## src/rtl/tamagotchi_pkg.sv

```systemverilog
// Shared encodings between controlador_estados and controlador_atributos:
// one-hot estado codes and the attribute width/range.
package tamagotchi_pkg;

  localparam int ATTR_W = 8;

  typedef logic [ATTR_W-1:0] atributo_t;

  localparam atributo_t ATTR_MAX = 8'd255;

  localparam logic [3:0] IDLE       = 4'b0000;
  localparam logic [3:0] DORMINDO   = 4'b0001;
  localparam logic [3:0] COMENDO    = 4'b0010;
  localparam logic [3:0] DANDO_AULA = 4'b0100;
  localparam logic [3:0] MORTO      = 4'b1000;

endpackage

```

## src/rtl/atributo_saturado.sv

```systemverilog
// One attribute register: on enable adds inc_i then subtracts dec_i, clamping to [0, ATTR_MAX].
// Single-cycle update; no backpressure, the enable is the only qualifier.
module atributo_saturado
  import tamagotchi_pkg::*;
#(
  parameter int VALOR_INICIAL = 255
) (
  input  logic      clk,
  input  logic      rst_n,
  input  logic      en_i,
  input  atributo_t inc_i,
  input  atributo_t dec_i,
  output atributo_t valor_o
);

  atributo_t         valor_q, valor_d;
  logic [ATTR_W:0]   soma;
  atributo_t         soma_sat;

  // The carry bit of the 9-bit sum flags overflow past ATTR_MAX.
  always_comb begin
    soma     = {1'b0, valor_q} + {1'b0, inc_i};
    soma_sat = soma[ATTR_W] ? ATTR_MAX : soma[ATTR_W-1:0];
    valor_d  = valor_q;
    if (en_i) begin
      valor_d = (soma_sat < dec_i) ? '0 : soma_sat - dec_i;
    end
  end

  always_ff @(posedge clk or negedge rst_n) begin
    if (!rst_n) begin
      valor_q <= ATTR_W'(VALOR_INICIAL);
    end else begin
      valor_q <= valor_d;
    end
  end

  assign valor_o = valor_q;

endmodule

```

## src/rtl/controlador_atributos.sv

```systemverilog
// Periodic saturating update of fome/felicidade/sono driven by the controller's one-hot estado.
// Updates every TICK_CICLOS edges; tick marks the first cycle of new values; no backpressure.
module controlador_atributos
  import tamagotchi_pkg::*;
#(
  parameter int TICK_CICLOS   = 65536,
  parameter int INC           = 8,
  parameter int DEC           = 1,
  parameter int VALOR_INICIAL = 255
) (
  input  logic       clk,
  input  logic       rst_n,
  input  logic [3:0] estado,
  output logic [7:0] fome,
  output logic [7:0] felicidade,
  output logic [7:0] sono,
  output logic       tick
);

  localparam int                CNT_W   = $clog2(TICK_CICLOS);
  localparam logic [CNT_W-1:0]  CNT_MAX = CNT_W'(TICK_CICLOS - 1);
  localparam atributo_t         INC_A   = ATTR_W'(INC);
  localparam atributo_t         DEC_A   = ATTR_W'(DEC);
  localparam atributo_t         DEC2_A  = ATTR_W'(2 * DEC);

  logic [CNT_W-1:0] cnt_q, cnt_d;
  logic             tick_q;
  logic             upd;
  logic             en;
  atributo_t        inc_fome, inc_feli, inc_sono;
  atributo_t        dec_fome, dec_feli, dec_sono;

  assign upd   = (cnt_q == CNT_MAX);
  assign cnt_d = upd ? '0 : cnt_q + CNT_W'(1);

  // estado is used directly on the update edge; illegal codes decay like IDLE.
  always_comb begin
    en       = upd;
    inc_fome = '0;
    inc_feli = '0;
    inc_sono = '0;
    dec_fome = DEC_A;
    dec_feli = DEC_A;
    dec_sono = DEC_A;
    case (estado)
      COMENDO: begin
        inc_fome = INC_A;
        dec_fome = '0;
      end
      DORMINDO: begin
        inc_sono = INC_A;
        dec_sono = '0;
      end
      DANDO_AULA: begin
        inc_feli = INC_A;
        dec_feli = '0;
        dec_fome = DEC2_A;
        dec_sono = DEC2_A;
      end
      MORTO: begin
        en = 1'b0;
      end
      default: ;
    endcase
  end

  always_ff @(posedge clk or negedge rst_n) begin
    if (!rst_n) begin
      cnt_q  <= '0;
      tick_q <= 1'b0;
    end else begin
      cnt_q  <= cnt_d;
      tick_q <= upd;
    end
  end

  atributo_saturado #(.VALOR_INICIAL(VALOR_INICIAL)) u_fome (
    .clk     (clk),
    .rst_n   (rst_n),
    .en_i    (en),
    .inc_i   (inc_fome),
    .dec_i   (dec_fome),
    .valor_o (fome)
  );

  atributo_saturado #(.VALOR_INICIAL(VALOR_INICIAL)) u_felicidade (
    .clk     (clk),
    .rst_n   (rst_n),
    .en_i    (en),
    .inc_i   (inc_feli),
    .dec_i   (dec_feli),
    .valor_o (felicidade)
  );

  atributo_saturado #(.VALOR_INICIAL(VALOR_INICIAL)) u_sono (
    .clk     (clk),
    .rst_n   (rst_n),
    .en_i    (en),
    .inc_i   (inc_sono),
    .dec_i   (dec_sono),
    .valor_o (sono)
  );

  assign tick = tick_q;

endmodule

```

## config.mk

```make
export PLATFORM = sky130hd
export DESIGN_NAME = controlador_atributos
export DESIGN_NICKNAME = d
export VERILOG_FILES = /design/src/rtl/tamagotchi_pkg.sv /design/src/rtl/atributo_saturado.sv /design/src/rtl/controlador_atributos.sv
export SDC_FILE = /design/constraint.sdc
export NUM_CORES = 1
export LEC_CHECK = 0
export ABC_CLOCK_PERIOD_IN_PS = 7300
export CAP_MARGIN = 15
export CORE_MARGIN = 2
export CORE_UTILIZATION = 60
export DETAILED_ROUTE_END_ITERATION = 10
export PLACE_DENSITY = 0.84
export SLEW_MARGIN = 20
export SYNTH_ARGS = -nofsm -noshare
export SYNTH_HDL_FRONTEND = slang
export SYNTH_SLANG_ARGS = --single-unit
```

## constraint.sdc

```tcl
create_clock -name clk -period 7.3 [get_ports clk]
set_input_delay 1.095 -clock clk [delete_from_list [all_inputs] [get_ports clk]]
set_output_delay 1.095 -clock clk [all_outputs]
set_load 0.02 [all_outputs]
```

==> out/metrics.cfg <==
[status]
outcome=complete, no violations

[power_and_ir_drop]
p_leak_nw=1.52
internal_power_mw=0.378
switching_share_pct=20.7
pwr_density_cell_mw_per_mm2=145
pwr-share-seq_pct=48.1
p_switching_mw=0.0986
ir_worst_vdd_mv=0.142
clockPowerShare_pct=45.0
combPwrFrac_pct=7.0

[clock_tree]
cts_buffer_depth=2
ctsHoldBuffers=0
h-tree-depth=2
tritoncts=done
post_cts_resized=0
path_clk_slew_ns=0.08
root_buffer=clkbuf_8
post_cts_buffers=0
clock-sinks=41
clk_latency_ns=0.29
cts_buffers=5

[floorplanning]
fp.coreArea_sq_mm=0.00469
ios=31
die_w_microns=73.3
die_area_sq_mm=0.00538
die_h_microns=73.3
start_util_pct=61.5
std_cell_rows=25

[global_route]
grt_first_pass_wirelength_mm=9.91
grt_max_degree=42
use_met3_pct=3.57
grt_pass1_vias=2231
grt_overflow=0
grt_use_total_pct=23.3
gr-max-usage-layer=met2
grt_util_met1_pct=29.2
antenna_found_initial=0
gr-usage-met2_pct=40.7

[route]
ant_nets=0
drtIter0Drc=84
num_vias=2436
first_pass_iters=4
avgViaCountPerCell=6.26
drc=0
wl_mm=5.93
routedWlPerCell_microns=15.2

[cells_and_area]
antennaDiodeCount=0
drive_above_1_share_pct=13.7
finalNetCount=357
fillers=366
multi_input_comb_area_sq_mm=0.00171
regArea_sq_mm=0.00106
area_delta_synth_final_pct=14.1
fin_area_sq_mm=0.00329

[critical_path]
timing.critical_path.required_ns=7.53
cp_max_fo=7
worstSetupPathType=in2reg
crit_top_cell=ha_1
cp_slowest_cell=nor4b_1
r2r_cells=12
path_cells=clkdlybuf4s50_1 -> nor4b_1 -> ha_1 -> and2_1 -> nand4_1 -> nor2b_1 -> ha_1 -> fa_1 -> or4b_4 -> nor3_1 -> o31ai_2 -> nand3_1 -> a21oi_1
r2r_start=u_sono.valor_o[3]
startpoint=estado[3]
critPathCaptureType=flop
r2r_slack_ns=4.14
max_stage_delay_ns=0.51
crit_arrival_ns=4.65
rr_endpoint=u_sono.valor_o[3]
cp-start-kind=primary input
crit_end=u_fome.valor_o[6]

[synthesis]
async_flop_share_pct=100
yosys_most_used_dff=dfstp_2
synth_common_cells=nor2_1, dfstp_2, a21oi_1
syn_area_sq_mm=0.00289
synth_seq_cells=41
synthTopCellsByArea=dfstp_2, dfrtp_1, ha_1, a21oi_1, nor2_1
synth_edf_count=0
synth.avg_cell_area_sq_um=9.19
yosys_warnings=0
synth_most_common_cell=nor2_1
synth-seq-area-share_pct=36.6
yosysTopAreaCell=dfstp_2
synthCells=314
synth_cell_types=54
synth_top_cell_area_share_pct=21.9
synth.net_count=337

[timing]
worst_clock_skew_ns=0.00644
relSlewSlack_pct=33.0
period_needed_ns=4.42
setup_viol=0
worst_hold_slack_ns=0.496
slew_violations=0
rsz0062_at_grt=no
period_share_pct=60.5
tns_ns=0
worstMarginPinSlew_ns=1.00
hold_viol_final=0
clock.fmax_mhz=226

[placement]
placed_area_sq_mm=0.00316
routabilityCongestion=0.932
dp_hpwl_mm=4.31
io_buffer_count=30

[min_path]
min_path_type=reg2reg

[flow_run]
cap_violations=0

==> area by class of cell <==
| class | count | share of cell area (%) |
|---|---|---|
| Clock inverter | 3 | 1.98 |
| Multi-Input combinational cell | 247 | 51.8 |
| Sequential cell | 41 | 32.1 |
| Inverter | 9 | 1.03 |
| Timing Repair Buffer | 30 | 8.97 |
| Tap cell | 54 | 2.05 |
| Clock buffer | 5 | 2.09 |
==> worst min-delay path by stage <==
stage,startpoint,to,slack [ns],cells past startpoint
floorplan,cnt_q[12],cnt_q[12],0.45,1
CTS,cnt_q[12],cnt_q[12],0.50,1
global route,cnt_q[12],cnt_q[12],0.52,1
global placement,cnt_q[12],cnt_q[12],0.47,1
detailed placement,cnt_q[12],cnt_q[12],0.48,1
finish,cnt_q[12],cnt_q[12],0.50,1
==> sequential cells by signal (all words and copies together), names as in the netlist <==
signal	cells
u_fome.valor_o	8
u_felicidade.valor_o	8
u_sono.valor_o	8
cnt_q	16
tick	1
==> metrics by stage <==
step / worst slack (ns) / power (mW) / utilization, % / cells
2_1_floorplan: 3.36 / 0.254 / - / 314
3_5_place_dp: 2.57 / 0.266 / 67.3 / 381
4_1_cts: 2.87 / 0.481 / 70.2 / 389
6_report: 2.88 / 0.476 / 70.2 / 389
3_3_place_gp: 2.66 / 0.265 / 67.3 / 381
5_1_grt: 2.59 / 0.493 / 70.2 / 389
==> power groups by stage <==
stage / clock network (mW) / logic (mW) / registers [mW]
4_1_cts: 0.219 / 0.0334 / 0.229
3_5_place_dp: 0 / 0.0331 / 0.233
5_1_grt: 0.227 / 0.0374 / 0.229
3_3_place_gp: 0 / 0.0321 / 0.233
2_1_floorplan: 0 / 0.0218 / 0.233
6_report: 0.214 / 0.0331 / 0.229
==> worst max-delay path: cells and delay by family <==
family	cells	cell delay [ns]
AOI/OAI and AO/OA	2	0.42
and+or+nand+nor	7	1.72
buffers and inverters	1	0.47
adders and majority gates	3	0.93
==> logic make-up after synthesis <==
logic type	synth area share, %
xor+xnor	6.68
mux	1.04
simple gates	24.8
flops	36.6
buf+inv	4.25
fa+ha+maj	7.89
compound gates	18.8
==> layout by cell type, fill, tap and decap left out, types with 7 or more instances in the layout <==
master / Yosys / final
a21o_1: 13 / 13
a21oi_1: 21 / 21
and2_1: 7 / 7
and3_1: 10 / 10
clkdlybuf4s50_1: 0 / 29
dfrtp_1: 17 / 17
dfstp_2: 24 / 24
ha_1: 15 / 15
inv_1: 9 / 9
nand2_1: 16 / 16
nand3_1: 16 / 16
nand4_1: 7 / 7
nor2_1: 28 / 28
nor3_1: 9 / 9
o21ai_0: 8 / 8
o31ai_1: 8 / 8
xnor2_1: 11 / 11
xor2_1: 11 / 11
==> per-layer routing <==
| metal | vias to the layer above | routed length [microns] |
|---|---|---|
| met5 | - | 0 |
| met4 | 0 | 98 |
| met3 | 11 | 247 |
| met2 | 68 | 2990 |
| met1 | 1165 | 2590 |
| li1 | 1192 | - |
Note: power is estimated with default switching activity, not from simulation.
==> RTL edit 1: new RTL, config.mk and constraints unchanged <==
Register the input `estado` before use, cleared by the reset. The logic sees it one clock later.
--- a/src/rtl/controlador_atributos.sv
+++ b/src/rtl/controlador_atributos.sv
@@ -25,2 +25,12 @@
 
+  logic [3:0] estado_q;
+
+  always_ff @(posedge clk or negedge rst_n) begin
+    if (!rst_n) begin
+      estado_q <= '0;
+    end else begin
+      estado_q <= estado;
+    end
+  end
+
   logic [CNT_W-1:0] cnt_q, cnt_d;
@@ -44,3 +54,3 @@
     dec_sono = DEC_A;
-    case (estado)
+    case (estado_q)
       COMENDO: begin
Function: no difference found for any inputs over 10 cycles, from zero or initial values and one cycle with rst_n low; that may be too few to reach the edited logic, so the function may still have changed.
==> RTL edit 1 against the original RTL <==
- worst setup slack better by 1.0 ns
- area after synthesis rose by 3.2%
- highest routed layer unchanged
- fmax increased by 30%
- final area increased by 2.5%
- routed wire length grew 0.67%
- sequential cell count is 4 higher
- total power is 5.5% lower
- final cell count is 5.1% higher
==> RTL edit 1: results (changes against the original RTL) <==
synth.yosys.seq_area_share: 0.3884  # +0.02240
num-multi-input-gates: 249  # +0.81%
wl_met1_um: 2772  # +7.1%
r2r_start: "estado_q[0]"
final_common_cell: "nor2_1"
grt_use_met1: 0.3266  # +0.03464
worstPathMaxFanout: 5  # -2
routed-wl-met2_um: 2856  # -4.6%
p_leak_uw: 0.001404  # -7.9%
postLayoutCoreUtil: 0.7100  # +0.008133
worst_slew_margin_rel: 0.6355  # +0.3051
skew_ns: 0.007762  # +0.001322 ns
place_ws_ns: 3.925  # +1.357 ns
dr_wl_met3_um: 264  # +6.9%
port_buffers: 30  # unchanged
use_met3: 0.04607  # +0.01041
clockBufferDepth: 2  # unchanged
use_met2: 0.3884  # -0.01901
irDropWorstVdd_mv: 0.1233  # -13%
dp.cells: 401  # +5.2%
synth.distinct_cells: 63  # +17%
power.density_nw_per_um2: 133.4  # -7.8%
place_hpwl_um: 4247  # -1.5%
synth_compound_area_frac: 0.1723  # -0.01543
drive_gt1_frac: 0.1520  # +0.01473
multi_input_area_um2: 1705  # about the same
yosys-top-cells-count: "nor2_1 (33), nand2_1 (28), dfstp_2 (24)"
worst_path_largest_cell_delay_ns: 0.75  # +0.24 ns
nonClkBufAreaFrac: 0.08821  # -0.001452
synth_nets: 338  # +0.30%
dpl-instance-area_um2: 3278  # +3.8%
reg2reg_depth: 13  # +1
postSynthCellCount: 315  # +0.32%
yosys.area_share.xor_xnor: 0.06473  # -0.002049
hp-start: "cnt_q[0]"
hold_slack_ns: 0.4650  # -0.03144 ns
hold_end: "cnt_q[0]"
synth_fa_ha_area_frac: 0.07650  # -0.002422
synthMuxAreaShare: 0.007146  # -0.003262
clk_pin_slew_ns: 0.09
slowest_stage: "or4b_2"
synthTopCellsByArea: "dfstp_2 (21%), dfrtp_1 (18%), ha_1 (6.3%)"
cp.arrival_ns: 3.63  # -1.02 ns
nets: 364  # +2.0%
clock_cell_area_share: 0.02817  # -0.01248
outcome: "finished clean"
wl_um: 5967  # +0.67%
nFillCells: 376  # +2.7%
clk_latency_ns: 0.31  # +0.02 ns
grt_pass1_wl_um: 10320  # +4.2%
holdPathStages: 1  # unchanged
r2r-end: "u_felicidade.valor_o[6]"
grt_max_degree: 46  # +9.5%
synth-seq-cells: 45  # +9.8%
grt_pass1_vias: 2317  # +3.9%
synth_top_area_share: 0.2119  # -0.006707
drtIter0Drc: 152  # +81%
grt_usage: 0.2406  # +0.007299
n_all_inverters: 10  # +1
[RTL edit 1: how the worst max path moves through the flow]
| stage | endpoint | from | depth (start not counted) | slack [ns] |
|---|---|---|---|---|
| 2_1_floorplan | u_felicidade.valor_o[6] | estado_q[0] | 13 | 4.31 |
| 4_1_cts | u_felicidade.valor_o[6] | estado_q[0] | 13 | 3.90 |
| 5_1_grt | u_felicidade.valor_o[6] | estado_q[0] | 13 | 3.58 |
| 3_3_place_gp | u_felicidade.valor_o[6] | estado_q[0] | 13 | 3.96 |
| 6_report | u_felicidade.valor_o[6] | estado_q[0] | 13 | 3.90 |
| 3_5_place_dp | u_felicidade.valor_o[6] | estado_q[0] | 13 | 3.92 |
[RTL edit 1: where the power goes]
part | switching, µW | internal (µW) | total (µW)
registers | 1.32 | 251 | 252
clock network | 95.9 | 71.1 | 167
logic | 18.0 | 13.1 | 31.1
total | 115 | 335 | 450
==> RTL edit 2: new RTL, config.mk and constraints unchanged <==
Without the edit above. `TICK_CICLOS`: 65536 -> 131072.
--- a/src/rtl/controlador_atributos.sv
+++ b/src/rtl/controlador_atributos.sv
@@ -5,3 +5,3 @@
 #(
-  parameter int TICK_CICLOS   = 65536,
+  parameter int TICK_CICLOS   = 131072,
   parameter int INC           = 8,
Function: no difference found for any inputs over 10 cycles, from zero or initial values and one cycle with rst_n low; that may be too few to reach the edited logic, so the function may still have changed.
==> RTL edit 2 against the original RTL <==
- sequential cell count increased by 1
- final area decreased by 0.46%
- largest power group unchanged
- via count decreased by 3.3%
- routed wire length increased by 0.29%
- total power decreased by 13%
- worst setup slack improved by 0.098 ns
- area after synthesis decreased by 0.30%
- sequential power increased by 2%
- critical path type unchanged
- die area decreased by 0.29%
- synthesized cell count unchanged
==> RTL edit 2: results (changes against the original RTL) <==
synth_compound_area_frac: 0.1875  # -0.0002982
slowest_stage: "clkdlybuf4s50_1"
dpl-instance-area_um2: 3188  # +0.91%
dr_wl_met3_um: 233  # -5.7%
routabilityCongestion: 0.8789  # -5.7%
worst_path_largest_cell_delay_ns: 0.59  # +0.08 ns
synthMuxAreaShare: 0.02088  # +0.01047
grt_max_degree: 43  # +2.4%
skew_ns: 0.004048  # -0.002392 ns
p_leak_uw: 0.001376  # -9.7%
synth.yosys.seq_area_share: 0.3758  # +0.009814
reg2reg_depth: 10  # -2
clkPwrFrac: 0.362  # -0.088
drtIter0Drc: 137  # +63%
routed-wl-met2_um: 2897  # -3.2%
yosys.area_share.xor_xnor: 0.06394  # -0.002841
worstPathMaxFanout: 6  # -1
yosys-top-cells-count: "nand2_1 (39), nor2_1 (33), dfstp_2 (24)"
drive_gt1_frac: 0.1361  # -0.001219
p_sw_uw: 101.2  # +2.6%
grt_usage: 0.2382  # +0.004846
grt_use_met1: 0.3139  # +0.02189
dp.cells: 384  # +0.79%
nets: 361  # +1.1%
synth_fa_ha_area_frac: 0.08351  # +0.004590
cp.arrival_ns: 4.54  # -0.11 ns
outcome: "finished clean"
use_met3: 0.04558  # +0.009915
place_ws_ns: 2.705  # +0.1375 ns
synth.distinct_cells: 63  # +17%
RTL edit 2: changes by cell type after synthesis, moves of 4 or more:
cell	delta
nand2_1	+23
a21o_1	-11
a21oi_1	-7
nand3_1	-7
o21ai_0	+7
and3_1	-6
and2_1	-5
nor2_1	+5
a22o_1	+4
a31o_2	-4
and4_1	-4
nand4_1	-4
o211ai_1	+4
RTL edit 2: final timing paths:
path	startpoint	end	slack, ns
worst max-delay path	estado[1]	u_fome.valor_o[6]	2.98
worst min-delay path	cnt_q[0]	cnt_q[0]	0.47
worst max register to register	cnt_q[0]	u_fome.valor_o[1]	4.05
worst min register to register	cnt_q[0]	cnt_q[0]	0.47
max in group asynchronous	rst_n	tick	5.82
min in group asynchronous	rst_n	cnt_q[0]	0.92
RTL edit 2: final cells by class:
class / count / area, µm²
fillers: 359 / 1383
flip-flops and latches: 42 / 1081
multi-input cells: 247 / 1699
well taps: 54 / 67.56
inverters: 10 / 37.54
clock inverters: 3 / 21.27
repair buffers: 31 / 302.8
clock buffers: 5 / 68.82
